[config.mk]
export PLATFORM = sky130hd
export DESIGN_NAME = load_store_unit
export DESIGN_NICKNAME = d
export VERILOG_FILES = /design/src/rtl/load_store_unit.sv
export SDC_FILE = /design/constraint.sdc
export NUM_CORES = 1
export LEC_CHECK = 0
export ABC_AREA = 0
export CAP_MARGIN = 0
export CORE_MARGIN = 2
export CORE_UTILIZATION = 31
export DETAILED_ROUTE_END_ITERATION = 16
export GPL_ROUTABILITY_DRIVEN = 0
export HOLD_SLACK_MARGIN = 0.03
export PLACE_DENSITY = 0.69
export SLEW_MARGIN = 25
export SYNTH_ARGS = -nofsm -noshare
export SYNTH_HDL_FRONTEND = slang
export SYNTH_SLANG_ARGS = --single-unit
[constraint.sdc]
create_clock -name Clk -period 4.7 [get_ports Clk]
set_clock_uncertainty 0.2 [all_clocks]
set_input_delay 0.94 -clock Clk [delete_from_list [all_inputs] [get_ports Clk]]
set_output_delay 0.94 -clock Clk [all_outputs]
set_load 0.02 [all_outputs]
[src/rtl/load_store_unit.sv]
// Load/store unit between the MEM stage and a word-addressed data memory.
// Sub-word stores are read-modify-write; faulting requests never touch memory.
module load_store_unit #(
  parameter int DATA_WIDTH = 32,
  parameter int ADDR_WIDTH = 32,
  parameter int MEM_WORDS  = 32
) (
  input  logic                  Clk,
  input  logic                  Reset,
  input  logic                  Req,
  input  logic                  Write,
  input  logic [2:0]            Op,
  input  logic [ADDR_WIDTH-1:0] Addr,
  input  logic [DATA_WIDTH-1:0] StoreData,
  output logic                  Busy,
  output logic                  Done,
  output logic                  Fault,
  output logic [DATA_WIDTH-1:0] LoadData,
  output logic [ADDR_WIDTH-1:0] MemAddr,
  output logic [DATA_WIDTH-1:0] MemWriteData,
  output logic                  MemWrite,
  output logic                  MemRead,
  input  logic [DATA_WIDTH-1:0] MemDataRead
);

  typedef enum logic {IDLE, RMW_WRITE} state_e;

  localparam logic [ADDR_WIDTH-3:0] WORD_LIMIT = (ADDR_WIDTH-2)'(MEM_WORDS);

  state_e                state_q;
  logic                  done_q;
  logic                  fault_q;
  logic [DATA_WIDTH-1:0] load_data_q;
  logic [DATA_WIDTH-1:0] merge_q;
  logic [ADDR_WIDTH-1:0] addr_q;

  logic [1:0]            size;
  logic                  req_fault;
  logic                  accept;
  logic                  go;
  logic                  is_rmw;
  logic [4:0]            byte_lo;
  logic [4:0]            half_lo;
  logic [7:0]            lane_byte;
  logic [15:0]           lane_half;
  logic [DATA_WIDTH-1:0] load_ext;
  logic [DATA_WIDTH-1:0] merge_d;
  logic [ADDR_WIDTH-1:0] word_addr;

  assign size      = Op[1:0];
  assign word_addr = {2'b00, Addr[ADDR_WIDTH-1:2]};
  assign byte_lo   = {Addr[1:0], 3'b000};
  assign half_lo   = {Addr[1], 4'b0000};
  assign lane_byte = MemDataRead[byte_lo +: 8];
  assign lane_half = MemDataRead[half_lo +: 16];

  always_comb begin
    req_fault = 1'b0;
    if (size == 2'b11) req_fault = 1'b1;
    if (!Write && Op == 3'b110) req_fault = 1'b1;
    if (size == 2'b01 && Addr[0]) req_fault = 1'b1;
    if (size == 2'b10 && Addr[1:0] != 2'b00) req_fault = 1'b1;
    if (Addr[ADDR_WIDTH-1:2] >= WORD_LIMIT) req_fault = 1'b1;
  end

  assign Busy   = (state_q == RMW_WRITE);
  assign accept = Req && (state_q == IDLE);
  assign go     = accept && !req_fault;
  assign is_rmw = go && Write && (size != 2'b10);

  always_comb begin
    case (Op)
      3'b000:  load_ext = {{24{lane_byte[7]}}, lane_byte};
      3'b001:  load_ext = {{16{lane_half[15]}}, lane_half};
      3'b100:  load_ext = {24'h000000, lane_byte};
      3'b101:  load_ext = {16'h0000, lane_half};
      default: load_ext = MemDataRead;
    endcase
  end

  always_comb begin
    merge_d = MemDataRead;
    if (size == 2'b00) merge_d[byte_lo +: 8] = StoreData[7:0];
    else               merge_d[half_lo +: 16] = StoreData[15:0];
  end

  // Memory-side strobes are combinational so the memory sees them in the
  // acceptance cycle; Reset forces them low so an aborted RMW never writes.
  assign MemRead      = !Reset && go && (!Write || size != 2'b10);
  assign MemWrite     = !Reset && (Busy || (go && Write && size == 2'b10));
  assign MemAddr      = Reset ? '0 : (Busy ? addr_q : word_addr);
  assign MemWriteData = Reset ? '0 : (Busy ? merge_q : StoreData);

  assign Done     = done_q;
  assign Fault    = fault_q;
  assign LoadData = load_data_q;

  always_ff @(posedge Clk or posedge Reset) begin
    if (Reset) begin
      state_q     <= IDLE;
      done_q      <= 1'b0;
      fault_q     <= 1'b0;
      load_data_q <= '0;
      merge_q     <= '0;
      addr_q      <= '0;
    end else begin
      done_q  <= 1'b0;
      fault_q <= 1'b0;
      case (state_q)
        IDLE: begin
          if (accept) begin
            if (req_fault) begin
              done_q  <= 1'b1;
              fault_q <= 1'b1;
            end else if (is_rmw) begin
              merge_q <= merge_d;
              addr_q  <= word_addr;
              state_q <= RMW_WRITE;
            end else begin
              done_q <= 1'b1;
              if (!Write) load_data_q <= load_ext;
            end
          end
        end
        RMW_WRITE: begin
          done_q  <= 1'b1;
          state_q <= IDLE;
        end
        default: state_q <= IDLE;
      endcase
    end
  end

endmodule

==> metrics.txt <==
CP most frequent cell clkdlybuf4s50_1; crit path kind input pin to primary output; DPL Wire Length 14000 um; global-route wire length before repair 29300 um; Hold WC Path Type register to register; wire per inst 18.7 um; fin crit period 4390 ps; initial antenna violation count 0; Leak 3.69 nW; CP Cell Sequence clkdlybuf4s50_1, nor4_1, buf_4, nand4_1, nor3_2, a41oi_1, nor2_1, clkdlybuf4s50_1; WHS 280 ps; RSZ-0062 raised after global routing no; Gate Count Post-Synth 589; Root Buffer clkbuf_16; area of the die 0.0200 mm2; # DRC 0; CTS Buffer Depth 2; area delta synth->final 42.0%; Fillers 1801; cell area power density 238 mW/mm2; count of different cell masters after synthesis 44; Critical Path AT 3250 ps; Ports 204; Setup TNS 0 ps; Num CTS Buffers 9; Critical Path RT 3560 ps; CP max FO 5; Cell Area, Synth 0.00586 mm2; grt ovf 0; status complete, no violations; Startpoint Class input pin; nets 877; Clock Sinks 97; I/O Buffers 201; Slew @ Worst Pin 1040 ps; DR vias 5209; Post-CTS Repair Setup Buffers 0; 1st-pass router iterations 5; Max Freq 0.228 GHz; endpoints failing hold 0; Yosys warning count 0; Yosys reg bits 97; Buf+Inv Stages, Crit Path 3; Mean Syn Cell Area 9.95 um2; WL final 18800 um; Die Y 142 um; initial DRC count 258; crit share post-route 93.5%; Async SR Flop Fraction 100%; Critical Path End Type primary output; Clk Latency, worst-skew pair 350 ps; VDD IR-drop max 178 uV; Worst-path clk slew 70 ps; pre-CTS setup slack 143 ps; share of cells above drive strength 1 9.96%; number of synthesized flops with an enable pin 0; largest net degree at the start of global routing 96; Initial Utilization 31.4%; CP delay by family, top buffers and inverters; post-synthesis sequential area ratio 41.4%; Via density 5.17; post-route setup slack 306 ps; Core ar. 0.0186 mm2; vias in the first global route 5083; Crit-path slowest cell clkdlybuf4s50_1; CTS tree done; row cnt 50; Top FF cell, synth dfrtp_1; Setup-failing EPs final 0; ANT nets after route 0; crit-path max cell delay 620 ps; max_cap viols 0; Tot GR Track Use 18.8%; Worst slew margin 30.0%; Max H-tree Level 3; Die W 142 um; diodes inserted 0; Slew Limit Fails 0
[cell usage after synthesis (4+ instances only)]
cell type / number / area share [%]
and2_1: 26 / 2.8
a211oi_1: 16 / 2.0
nor2_1: 71 / 4.5
inv_1: 6 / 0.38
buf_6: 10 / 1.9
a221o_1: 8 / 1.4
o21ai_1: 16 / 1.4
a21o_1: 18 / 2.3
nand2_1: 58 / 3.7
buf_2: 6 / 0.51
ha_1: 5 / 1.1
o22ai_1: 7 / 0.75
clkbuf_1: 27 / 1.7
nand2b_1: 4 / 0.43
mux2i_1: 90 / 15
a221oi_1: 23 / 3.4
nor4_1: 6 / 0.64
a22oi_1: 16 / 2.0
mux2_2: 31 / 6.0
mux2_4: 5 / 1.3
buf_1: 5 / 0.32
nor2b_1: 9 / 0.96
dfrtp_1: 97 / 41
[flip-flops by register name (all words and copies together), names as in the netlist]
name	count
Fault	1
merge_q	32
Busy	1
Done	1
LoadData	32
addr_q	30
[cell families after synthesis]
kind of cell               count (synthesis)  share of synthesized area, %
AOI/OAI and AO/OA                        114                          14.7
adders and majority gates                  5                          1.07
buffers and inverters                     58                          5.31
DFF                                       97                          41.4
muxes                                    127                          22.8
other                                      1                        0.0640
and+or+nand+nor                          187                          14.6
[routing by layer]
metal / routed length [um] / vias up / GRT usage [%]
met5: 0 / - / 0
met2: 8680 / 195 / 29.7
met4: 229 / 0 / 4.21
li1: - / 2478 / -
met3: 1480 / 15 / 5.50
met1: 8440 / 2521 / 25.8
[cells in the final DEF, fill, tap and decap left out, drive strengths merged, types with 16 or more instances in the layout]
cell type / netlist / layout
mux2i: 90 / 90
mux2: 37 / 37
o21ai: 19 / 19
nor2: 71 / 71
buf: 24 / 19
a22oi: 16 / 16
clkdlybuf4s50: 0 / 200
nand2: 58 / 58
dfrtp: 97 / 97
a221oi: 23 / 23
a21o: 18 / 18
and2: 26 / 26
a211oi: 16 / 16
[metrics by stage]
step | total power [W] | std cells | instance area, um2 | util [%]
3_3_place_gp | 0.00124 | 992 | 8030 | 43.0
4_1_cts | 0.00200 | 1007 | 8320 | 44.6
5_1_grt | 0.00207 | 1007 | 8320 | 44.6
2_1_floorplan | 0.00103 | 590 | 5870 | -
3_5_place_dp | 0.00125 | 992 | 8030 | 43.0
6_report | 0.00198 | 1007 | 8320 | 44.6
[layout make-up]
cell class	instances	area (um2)	area share, %
multi-input cells	435	3140	37.7
flip-flops and latches	97	2430	29.2
repair buffers	219	2140	25.7
well taps	234	293	3.52
clock buffers	9	225	2.71
clock inverters	6	67.6	0.812
inverters	7	28.8	0.346
[final timing paths]
kind,start,end,slack [ps],depth (start not counted)
setup / recovery,Addr[25],MemWrite,310,8
hold / removal,merge_q[15]$_DFFE_PP0P_,merge_q[15]$_DFFE_PP0P_,280,1
setup reg to reg,Busy$_DFF_PP0_,merge_q[25]$_DFFE_PP0P_,1620,5
hold reg to reg,merge_q[15]$_DFFE_PP0P_,merge_q[15]$_DFFE_PP0P_,280,1
max in group asynchronous,Reset,addr_q[2]$_DFFE_PP0P_,2670,3
min in group asynchronous,Reset,Fault$_DFF_PP0_,840,2
[worst reg2reg max path: stages, from the launching register on]
cell      delay [ps]
dfrtp_4          800
nand2b_1         340
nor3b_1          230
or4b_4           890
a211oi_1         440
a21o_1           120
[power breakdown]
group / total, W / switching [W] / internal (W)
Sequential: 0.000835 / 0.000000280 / 0.000835
Combinational: 0.000395 / 0.000206 / 0.000189
Clock: 0.000751 / 0.000338 / 0.000413
Total: 0.00198 / 0.000544 / 0.00144
[what timing repair did]
item / 4_1_cts / 5_1_grt
hold buffers: 0 / 0
endpoints found under the setup margin: 0 / 1
resized for setup: 0 / 1
No activity file was read; power rests on OpenSTA's default activity.
